## src/rtl/beep_tone_decoder.sv

```systemverilog
`default_nettype none
// ============================================================================
// Module : beep_tone_decoder
// Brief  : Measures buzzer PWM tone periods and decodes them into note codes.
// Rev    : 1.0 - initial release
// ============================================================================
module beep_tone_decoder #(
    parameter int CLK_PRE     = 50_000_000,
    parameter int SIL_TIMEOUT = 500_000
) (
    input  logic        clk,
    input  logic        rst_n,
    input  logic        pwm_in,
    output logic        note_valid,
    output logic [3:0]  note_code,
    output logic [17:0] note_period,
    output logic        silence,
    output logic [7:0]  event_cnt
);

    localparam logic [1:0]  c_IDLE  = 2'd0;
    localparam logic [1:0]  c_ACQ   = 2'd1;
    localparam logic [1:0]  c_TRACK = 2'd2;
    localparam logic [17:0] c_SAT   = 18'h3FFFF;
    // The counter saturates, so a timeout beyond its range fires at saturation.
    localparam logic [17:0] c_SIL   = (SIL_TIMEOUT > 262143) ? c_SAT : 18'(SIL_TIMEOUT);

    function automatic int freq_of(input int k);
        int f;
        case (k)
            1:       f = 262;
            2:       f = 294;
            3:       f = 330;
            4:       f = 349;
            5:       f = 392;
            6:       f = 440;
            7:       f = 494;
            8:       f = 523;
            9:       f = 587;
            10:      f = 659;
            11:      f = 698;
            12:      f = 784;
            13:      f = 880;
            default: f = 988;
        endcase
        return f;
    endfunction

    function automatic logic [17:0] abs_diff(input logic [17:0] a, input logic [17:0] b);
        return (a >= b) ? (a - b) : (b - a);
    endfunction

    logic        r_meta;
    logic        r_sync;
    logic        r_sync_q;
    logic [17:0] r_cnt;
    logic [1:0]  r_state;
    logic [17:0] r_ref;
    logic [17:0] r_period;
    logic [3:0]  r_code;
    logic        r_valid;
    logic [7:0]  r_events;

    logic        w_fall;
    logic        w_timeout;
    logic        w_ref_match;
    logic        w_per_match;
    logic [14:1] w_match;
    logic [3:0]  w_class;
    logic [1:0]  w_state_nxt;
    logic [17:0] w_ref_nxt;
    logic [17:0] w_period_nxt;
    logic [3:0]  w_code_nxt;

    assign w_fall      = r_sync_q & ~r_sync;
    assign w_timeout   = (r_cnt == c_SIL);
    assign w_ref_match = (abs_diff(r_cnt, r_ref) <= (r_ref >> 6));
    assign w_per_match = (abs_diff(r_cnt, r_period) <= (r_period >> 6));

    for (genvar k = 1; k <= 14; k++) begin : g_class
        localparam logic [17:0] c_NOM = 18'(CLK_PRE / freq_of(k));
        assign w_match[k] = (abs_diff(r_cnt, c_NOM) <= (c_NOM >> 6));
    end

    // Walk downwards so the lowest matching note index wins.
    always_comb begin
        w_class = 4'd0;
        for (int k = 14; k >= 1; k--) begin
            if (w_match[k]) w_class = 4'(k);
        end
        if (r_cnt == c_SAT) w_class = 4'd0;
    end

    always_comb begin
        w_state_nxt  = r_state;
        w_ref_nxt    = r_ref;
        w_period_nxt = r_period;
        w_code_nxt   = r_code;
        case (r_state)
            c_IDLE: begin
                if (w_fall) begin
                    w_state_nxt = c_ACQ;
                    w_ref_nxt   = r_cnt;
                end
            end
            c_ACQ: begin
                if (w_fall) begin
                    if (w_ref_match) begin
                        w_state_nxt  = c_TRACK;
                        w_period_nxt = r_cnt;
                        w_code_nxt   = w_class;
                    end else begin
                        w_ref_nxt = r_cnt;
                    end
                end else if (w_timeout) begin
                    w_state_nxt = c_IDLE;
                    w_code_nxt  = 4'd0;
                end
            end
            c_TRACK: begin
                if (w_fall) begin
                    if (w_per_match) begin
                        w_period_nxt = r_cnt;
                    end else begin
                        w_state_nxt = c_ACQ;
                        w_ref_nxt   = r_cnt;
                    end
                end else if (w_timeout) begin
                    w_state_nxt = c_IDLE;
                    w_code_nxt  = 4'd0;
                end
            end
            default: w_state_nxt = c_IDLE;
        endcase
    end

    always_ff @(posedge clk or negedge rst_n) begin
        if (!rst_n) begin
            r_meta   <= 1'b1;
            r_sync   <= 1'b1;
            r_sync_q <= 1'b1;
            r_cnt    <= 18'd0;
            r_state  <= c_IDLE;
            r_ref    <= 18'd0;
            r_period <= 18'd0;
            r_code   <= 4'd0;
            r_valid  <= 1'b0;
            r_events <= 8'd0;
        end else begin
            r_meta   <= pwm_in;
            r_sync   <= r_meta;
            r_sync_q <= r_sync;
            if (w_fall) begin
                r_cnt <= 18'd1;
            end else if (r_cnt != c_SAT) begin
                r_cnt <= r_cnt + 18'd1;
            end
            r_state  <= w_state_nxt;
            r_ref    <= w_ref_nxt;
            r_period <= w_period_nxt;
            r_code   <= w_code_nxt;
            r_valid  <= (w_code_nxt != r_code);
            if (w_code_nxt != r_code) r_events <= r_events + 8'd1;
        end
    end

    assign note_valid  = r_valid;
    assign note_code   = r_code;
    assign note_period = r_period;
    assign silence     = (r_state == c_IDLE);
    assign event_cnt   = r_events;

endmodule
`default_nettype wire

```

## config.mk

```make
export PLATFORM = sky130hd
export DESIGN_NAME = beep_tone_decoder
export DESIGN_NICKNAME = d
export VERILOG_FILES = /design/src/rtl/beep_tone_decoder.sv
export SDC_FILE = /design/constraint.sdc
export NUM_CORES = 1
export LEC_CHECK = 0
export ABC_AREA = 1
export CORE_MARGIN = 8
export CORE_UTILIZATION = 30
export CTS_BUF_LIST = sky130_fd_sc_hd__clkbuf_2
export DETAILED_ROUTE_END_ITERATION = 16
export SLEW_MARGIN = 20
export SYNTH_ARGS = -nofsm -noshare
export SYNTH_HDL_FRONTEND = slang
export SYNTH_SLANG_ARGS = --single-unit
```

## constraint.sdc

```tcl
create_clock -name clk -period 12.3 [get_ports clk]
set_clock_uncertainty 0.05 [all_clocks]
set_input_delay 2.46 -clock clk [delete_from_list [all_inputs] [get_ports clk]]
set_output_delay 2.46 -clock clk [all_outputs]
set_load 0.02 [all_outputs]
```

# Yosys cells after proc, flatten, opt, wreduce, memory -nomap -nowiden
# Index checks and enable logic that the tools add are counted.
[word_totals]
register_bits = 72
in_bits = 3
output_inout_bits = 32
wordCells = 155
[op_classes]
n_addsub = 34
order_cmp = 32
n_eq_ne = 14
muxes = 56
n_bitwise = 2
reduce_logical = 7
[ops]
columns = ["op", "n"]
rows = [
  ["18-bit 2-to-1 mux", 27],
  ["18-bit by 17-bit greater-or-equal comparator with 1-bit output (second input constant)", 7],
  ["18-bit by 11-bit less-or-equal comparator with 1-bit output (second input constant)", 7],
  ["17-bit by 18-bit subtractor with 18-bit output (first input constant)", 7],
  ["18-bit by 17-bit subtractor with 18-bit output (second input constant)", 7],
  ["4-bit 2-to-1 mux", 19],
  ["18-bit greater-or-equal comparator (second input constant)", 4],
  ["18-bit by 12-bit less-or-equal comparator with 1-bit output (second input constant)", 4],
  ["18-bit subtractor", 4],
  ["18-bit subtractor (first input constant)", 4],
  ["18-bit subtractor (second input constant)", 4],
  ["18-bit by 16-bit greater-or-equal comparator with 1-bit output (second input constant)", 3],
  ["18-bit by 10-bit less-or-equal comparator with 1-bit output (second input constant)", 3],
  ["18-bit one-hot mux with 3 select lines", 1],
  ["16-bit by 18-bit subtractor with 18-bit output (first input constant)", 3],
  ["18-bit by 16-bit subtractor with 18-bit output (second input constant)", 3],
  ["18-bit greater-or-equal comparator", 2],
  ["18-bit by 12-bit less-or-equal comparator with 1-bit output", 2],
  ["18-bit one-hot mux with 2 select lines", 1],
  ["18-bit by 1-bit adder with 18-bit output (second input constant)", 1],
  ["18-bit equality test (second input constant)", 1],
  ["18-bit != test (second input constant)", 1],
  ["2-bit 2-to-1 mux", 6],
  ["2-bit != test (second input constant)", 6],
  ["other kinds (16)", 18],
]

# Depth between registers and ports, before layout
# Gate-level depths: netlist of run 1.
[depth]
depth_word = 22
mapped_depth = 39

# Worst setup path before layout of run 1
# Ideal clock, no wire load.
[synth_path]
path_type = "reg-to-reg"
startpoint = "reg r_cnt[0]"
endpoint = "reg r_period[6] (netlist: note_period[6])"
setup_ns = 0.147
arrival_time_ns = 5.246
required_time_ns = 12.103
path_slack_ns = 6.856
path_stages_with_launch = 35
path_buffers = 5
path_cell_list = "dfrtp_1 > buf_2 > inv_1 > clkbuf_1 > ha_1 > inv_1 > fa_1 > nand3_1 > nand2_1 > a21oi_1 > o21ai_0 > a21oi_1 > o221ai_1 > a21oi_1 > nand2_1 > buf_2 > buf_1 > nand2_1 > a21oi_1 > a21oi_1 > xnor2_1 > ha_1 > a21oi_1 > nor2_1 > a211oi_1 > a31oi_1 > o22ai_1 > nand3_1 > nor3_1 > nand3b_1 > nand2_1 > nand3_1 > clkbuf_1 > nand2_1 > o21ai_0"
[synth_via]
elab_chain_cells = 5
elab_cells_between_ends = 13
classes_between = "add/sub: 4; order compare: 4; eq/ne: 2; mux: 2; reduce/logical: 1"
[synth_rtl]
columns = ["element", "line", "source"]
rows = [
  ["from (decl)", "56", "logic [17:0] r_cnt;"],
  ["from (signal assigned)", "156", "r_cnt <= r_cnt + 18'd1;"],
  ["18-bit subtractor / 18-bit greater-or-equal comparator (equally long branches)", "50", "return (a >= b) ? (a - b) : (b - a);"],
  ["18-bit 2-to-1 mux", "50", ""],
  ["18-bit by 12-bit less-or-equal comparator with 1-bit output (on tied branches)", "78, 77", ""],
  ["2-bit != test (no source line)", "--", ""],
  ["5-bit AND reduction (no source line) (*)", "--", ""],
  ["to (signal assigned)", "160", "r_period <= w_period_nxt;"],
  ["to (decl)", "59", "logic [17:0] r_period;"],
]
# Mark *: on every way between the ends. The rest lies on a longest branch, timed or not.
# A chain may end at the register's enable or synchronous reset.

# Worst setup path after layout of run 1
[layout_path]
startpoint = "reg r_cnt[9]"
endpoint = "reg r_events[6] (netlist: event_cnt[6])"
[layout_via]
elab_chain_cells = 22
elab_cells_between_ends = 97
classes_between = "add/sub: 30; order compare: 30; eq/ne: 2; mux: 35"
[layout_rtl]
columns = ["element", "line", "source"]
rows = [
  ["16-bit by 18-bit subtractor with 18-bit output (tied with other cells)", "50", ""],
  ["18-bit 2-to-1 mux", "50", ""],
  ["18-bit by 10-bit less-or-equal comparator with 1-bit output", "82", "assign w_match[k] = (abs_diff(r_cnt, c_NOM) <= (c_NOM >> 6));"],
  ["4-bit 2-to-1 mux (14 in series)", "89", "if (w_match[k]) w_class = 4'(k);"],
  ["4-bit 2-to-1 mux", "91", "if (r_cnt == c_SAT) w_class = 4'd0;"],
  ["4-bit 2-to-1 mux", "108", "if (w_ref_match) begin"],
  ["4-bit 2-to-1 mux", "107", "if (w_fall) begin"],
  ["4-bit one-hot mux with 2 select lines (*)", "99", "case (r_state)"],
  ["4-bit != test (*)", "163", "if (w_code_nxt != r_code) r_events <= r_events + 8'd1;"],
  ["to (signal assigned)", "163", ""],
  ["to (decl)", "62", "logic [7:0] r_events;"],
]
# Marked as above.

==> run_results.csv, run 1 <==
group,metric,value,unit
timing,fin_tns_setup,0,ns
drt,drt_iter0_drc,3565,
cts,clkTransAtPathRegs,0.25,ns
grt,antenna_found_initial,5,
timing,rsz0062_at_grt,"false",
floorplan,row_count,97,
drt,vias,27700,
cts,cts-resized-gates,0,
finish,nNetsFinal,4076,
placement,hpwl,90800,µm
worst_setup_path,crit_type,"flop to flop",
timing,timing.final.crit_share,0.517,
worst_setup_path,cp.required,12.77,ns
synth,yosys_register_bits,72,
finish,fin_area,0.0224,mm²
timing,hold_viol_final,0,
cts,ctsHoldBuffers,0,
finish,fillers,8214,
synth,async_reset_ff_frac,1.00,
timing,fmax,157,MHz
synth,synth_area_leaders,"nand2_1 (27%), xor2_1 (9.2%), dfrtp_1 (8.2%)",
drt,route.detailed.drc,0,
placement,postPlaceCellArea,0.0223,mm²
power,power_density,148,mW/mm²
synth,synth-warning-count,0,
drt,wl,121000,µm
timing,setup_viol,0,
grt,grt_pass1_vias,25800,
cts,clock_latency,0.65,ns
finish,drive_gt1_frac,0.0457,
synth,synth_top_area_frac,0.274,
grt,grt_max_degree,68,
floorplan,die_w,281,µm
floorplan,chipHeight,281,µm
synth,synthFlopType,"dfrtp_1",
drt,vias_per_cell,5.67,
power,p_leak,11.6,nW
floorplan,floorplan.initialDensity,0.302,
worst_setup_path,path_max_fanout,25,
synth,syn_area_per_cell,5.28,µm²
synth,syn_area,0.0211,mm²
timing,slew_viol_final,0,
synth,synthTopCellsByCount,"nand2_1 (1541), nor2_1 (392), inv_1 (363)",
synth,synth_enable_flop_cells,0,
worst_setup_path,slowest_stage,"dfrtp_2",
drt,first_pass_iters,9,
finish,syn_to_final_growth,6.08,%
floorplan,dieArea,0.0791,mm²
grt,grt_overflow,0,
synth,ys_seq_area_frac,0.0855,
floorplan,core_area,0.0699,mm²
cts,clk_path_buf_depth,2,
floorplan,io_pins,35,
placement,routabilityCongestion,1.13,
outcome,status,"finished, final reports clean",
cts,clock-root-buffer,"clkbuf_2",
worst_setup_path,rr_worst_depth,28,
cts,htree_levels,3,
synth,yosysTopAreaCell,"nand2_1",
min_path,hp-class,"flop to flop",
placement,io_buffers,34,
flow_run,max_cap_violations,0,
worst_setup_path,cp_common_cell,"nand2_1",
drt,wl_per_cell,24.8,µm
cts,clock_sinks,72,
drt,drtAntennaViolNets,0,
worst_setup_path,arrival,6.82,ns
cts,cts_tree,"built",
timing,tightest_slew,1.18,ns
timing,min_period,6.35,ns
synth,yosysMostFrequentCell,"nand2_1",
grt,grt_use_total,0.294,
worst_setup_path,cp_slowest_stage_delay,0.78,ns
min_path,min_path_cells,0,
worst_setup_path,crit_path_end_kind,"flop",
power,worst_ir_drop_vdd,0.132,mV
synth,syn_nets,4139,
synth,ys_types,54,
synth,syn_inst,3996,
grt,grt_pass1_wl,173000,µm
cts,postCtsSetupRepairBufs,0,
timing,relSlewSlack,0.203,
cts,cts_made_buffers,9,
worst_setup_path,critPathLaunchType,"flop",
==> layout by cell type, fill, tap and decap left out, drive strengths merged, types with 4 or more instances in the layout <==
| master | instances |
|---|---|
| clkdlybuf4s50 | 33 |
| nor3 | 26 |
| nand4 | 84 |
| inv | 395 |
| o211ai | 26 |
| xnor2 | 23 |
| buf | 66 |
| a21boi | 9 |
| a21oi | 198 |
| fa | 4 |
| o21ai | 268 |
| nor2 | 411 |
| nand3b | 5 |
| ha | 136 |
| mux2i | 4 |
| a21o | 11 |
| xor2 | 222 |
| clkbuf | 11 |
| o21a | 10 |
| nand2 | 1555 |
| a221oi | 9 |
| nand3 | 304 |
| a31oi | 10 |
| o221ai | 10 |
| clkinv | 10 |
| dfrtp | 69 |
| a211oi | 6 |
==> metal layers <==
| metal | routed length, µm | GRT usage | up-vias | part of all wire |
|---|---|---|---|---|
| met5 | 48 | 0 | - | 0.00040 |
| met4 | 10000 | 0.197 | 2 | 0.083 |
| met3 | 15400 | 0.0871 | 535 | 0.13 |
| met2 | 49400 | 0.440 | 1874 | 0.41 |
| met1 | 46100 | 0.360 | 12600 | 0.38 |
| li1 | - | - | 12700 | - |
==> final timing paths <==
check,startpoint,end,slack (ns)
max,r_cnt[9],event_cnt[6],5.95
min,r_meta,r_sync,0.32
max reg2reg,r_cnt[9],event_cnt[6],5.95
min reg2reg,r_meta,r_sync,0.32
max in group asynchronous,rst_n,r_cnt[8],9.50
min in group asynchronous,rst_n,note_period[1],1.52
==> sequential cells by signal, summed over array words and instances (netlist names), 2 cells and up <==
name         count
note_period     18
r_cnt           18
r_ref           18
event_cnt        8
note_code        4
r_state          2
==> area by class of cell <==
cell class / count / area, µm² / area share
clock buffers: 11 / 55.1 / 0.00246
inverters: 403 / 1510 / 0.0676
diodes: 1 / 2.50 / 0.000112
repair buffers: 99 / 826 / 0.0369
well taps: 940 / 1180 / 0.0525
flip-flops and latches: 72 / 1820 / 0.0811
multi-input cells: 3348 / 16900 / 0.757
clock inverters: 5 / 58.8 / 0.00263
==> power breakdown <==
group / internal [mW] / switching [mW] / leakage (nW)
sequential: 0.275 / 0.0564 / 0.953
combinational: 0.944 / 1.88 / 10.6
clock: 0.0485 / 0.101 / 0.0682
==> kinds of logic (layout without fill, tap and decap cells) <==
family	after synthesis	after routing	synth area share
other cells	0	1	0
fa+ha+maj	140	140	0.0844
xor+xnor	245	245	0.102
buf+inv	576	518	0.112
compound gates	568	568	0.149
simple gates	2391	2391	0.466
flops	72	72	0.0855
mux	4	4	0.00190
==> per-stage QoR <==
stage | utilization | worst slack [ns] | instances | power [mW] | hold slack [ns]
finish | 0.320 | 5.95 | 4879 | 3.31 | 0.324
global placement | 0.319 | 6.23 | 4862 | 3.11 | 0.296
CTS | 0.320 | 6.18 | 4878 | 3.24 | 0.324
floorplan | - | 6.86 | 3996 | 2.23 | 0.295
global route | 0.320 | 5.63 | 4879 | 3.60 | 0.329
detailed placement | 0.319 | 6.26 | 4862 | 3.08 | 0.297
==> worst max-delay path: cells and delay by family, from the launching register on <==
family                 cells  cell delay (ns)
AOI/OAI and AO/OA          3             0.51
buffers and inverters      5             1.09
DFF                        1             0.78
and+or+nand+nor           20             3.79
(Power assumes the default switching activity.)
==> run 2, diff against run 1 <==
- clock period: 12.3 -> 5.83 ns (I/O delays scaled with it)
==> run 2 against run 1 <==
Against the previous run:
- die area unchanged
- register-to-register slack got worse by 5.6 ns
- critical path depth decreased by 1
- largest power group unchanged
- setup slack got worse by 5.6 ns
- non-clock buffer count increased by 73
- clock-buffer cell count unchanged
- routed wire length increased by 2.9%
- hold slack got worse by 0.0014 ns
- fmax increased by 17%
- sequential share of layout area decreased by 0.28 points
- critical path type unchanged
- global-route usage increased by 0.68 points
==> run_results.csv, run 2 (same netlist as run 1, synthesis figures left out) <==
group,metric,value,unit
drt,first_pass_iters,7,
worst_setup_path,cp_slowest_stage_delay,0.61,ns
worst_setup_path,cp_top_family,"simple AND/OR/NAND/NOR gates",
grt,grt_max_degree,73,
power,power,7.23,mW
placement,routabilityCongestion,1.07,
finish,layout_common_cells,"nand2_1 (1540), nor2_1 (390), inv_1 (361)",
outcome,status,"finished, final reports clean",
power,power_density,312,mW/mm²
cts,cts_made_buffers,9,
power,p_leak,12.0,nW
timing,slew_viol_final,0,
finish,final_core_util,0.332,
grt,grt_pass1_vias,25600,
timing,timing.final.crit_share,0.933,
grt,antenna_found_initial,6,
floorplan,floorplan.initialDensity,0.302,
worst_setup_path,cp.required,6.21,ns
grt,grt_pass1_wl,176000,µm
flow_run,max_cap_violations,0,
finish,final_cell_count_no_fill,4954,
worst_setup_path,cp_common_cell,"nand2_1",
timing,hold_viol_final,0,
worst_setup_path,critPathLaunchType,"flop",
worst_setup_path,slowest_stage,"buf_4",
floorplan,die_w,281,µm
floorplan,dieArea,0.0791,mm²
placement,io_buffers,34,
cts,clk_path_buf_depth,2,
placement,postPlaceCellArea,0.0230,mm²
finish,syn_to_final_growth,9.82,%
cts,clkTransAtPathRegs,0.24,ns
timing,relSlewSlack,0.295,
floorplan,core_area,0.0699,mm²
grt,grt_overflow,0,
worst_setup_path,r2r_slack,0.39,ns
min_path,hp-class,"flop to flop",
cts,clock_latency,0.54,ns
finish,layout_commonest_cell,"nand2_1",
cts,cts_tree,"built",
timing,setup_slack,0.390,ns
floorplan,row_count,97,
worst_setup_path,path_max_fanout,32,
drt,drtAntennaViolNets,0,
floorplan,io_pins,35,
timing,rsz0062_at_grt,"false",
cts,clock-root-buffer,"clkbuf_2",
timing,setup_viol,0,
worst_setup_path,critical_path_buf_inv_count,5,
placement,hpwl,93000,µm
worst_setup_path,crit_type,"flop to flop",
timing,min_period,5.44,ns
drt,wl_per_cell,25.1,µm
timing,holdWs,0.323,ns
power,worst_ir_drop_vdd,0.317,mV
finish,drive_gt1_frac,0.0641,
timing,fmax,184,MHz
placement,pre_cts_ws,0.454,ns
finish,fin_area,0.0232,mm²
grt,grt_use_total,0.300,
finish,nNetsFinal,4149,
drt,vias_per_cell,5.66,
drt,vias,28000,
drt,route.detailed.drc,0,
worst_setup_path,arrival,5.81,ns
cts,clock_sinks,72,
timing,fin_tns_setup,0,ns
cts,htree_levels,3,
drt,wl,125000,µm
timing,tightest_slew,1.05,ns
drt,drt_iter0_drc,3816,
placement,placed_cells,4934,
worst_setup_path,crit_path_end_kind,"flop",
floorplan,chipHeight,281,µm
==> run 2: area by class of cell <==
class	instances	area (µm²)
Tap cell	940	1180
Fill cell	8163	46700
Antenna cell	3	7.51
Inverter	403	1510
Sequential cell	72	1820
Clock buffer	11	55.1
Multi-Input combinational cell	3348	17000
Clock inverter	5	106
Timing Repair Buffer	172	1550
==> run 2: what timing repair did <==
| action | in CTS | in global routing |
|---|---|---|
| resized for setup | 0 | 9 |
| setup endpoints to repair | 0 | 46 |
| hold buffers | 0 | 0 |
| buffers inserted | 0 | 1 |
==> run 2: path summary, 6_finish.rpt <==
kind                            startpoint              to  cells after the start
worst max-delay path              r_cnt[8]    event_cnt[4]                     27
worst min register to register      r_meta          r_sync                      0
max in group asynchronous            rst_n       r_cnt[16]                      1
min in group asynchronous            rst_n  note_period[9]                      1
worst min-delay path                r_meta          r_sync                      0
worst max register to register    r_cnt[8]    event_cnt[4]                     27
==> run 2: where the power goes <==
| group | internal [mW] | switching, mW | leakage [nW] |
|---|---|---|---|
| combinational | 2.11 | 4.05 | 11.0 |
| clock | 0.189 | 0.196 | 0.0924 |
| sequential | 0.582 | 0.0963 | 0.953 |
| total | 2.88 | 4.34 | 12.0 |
==> run 2: routing by layer <==
metal	vias up	share of wire	GRT usage
met5	-	0.00022	0
met4	4	0.074	0.183
met3	475	0.12	0.0740
met2	1919	0.41	0.451
met1	12800	0.39	0.384
li1	12800	-	-
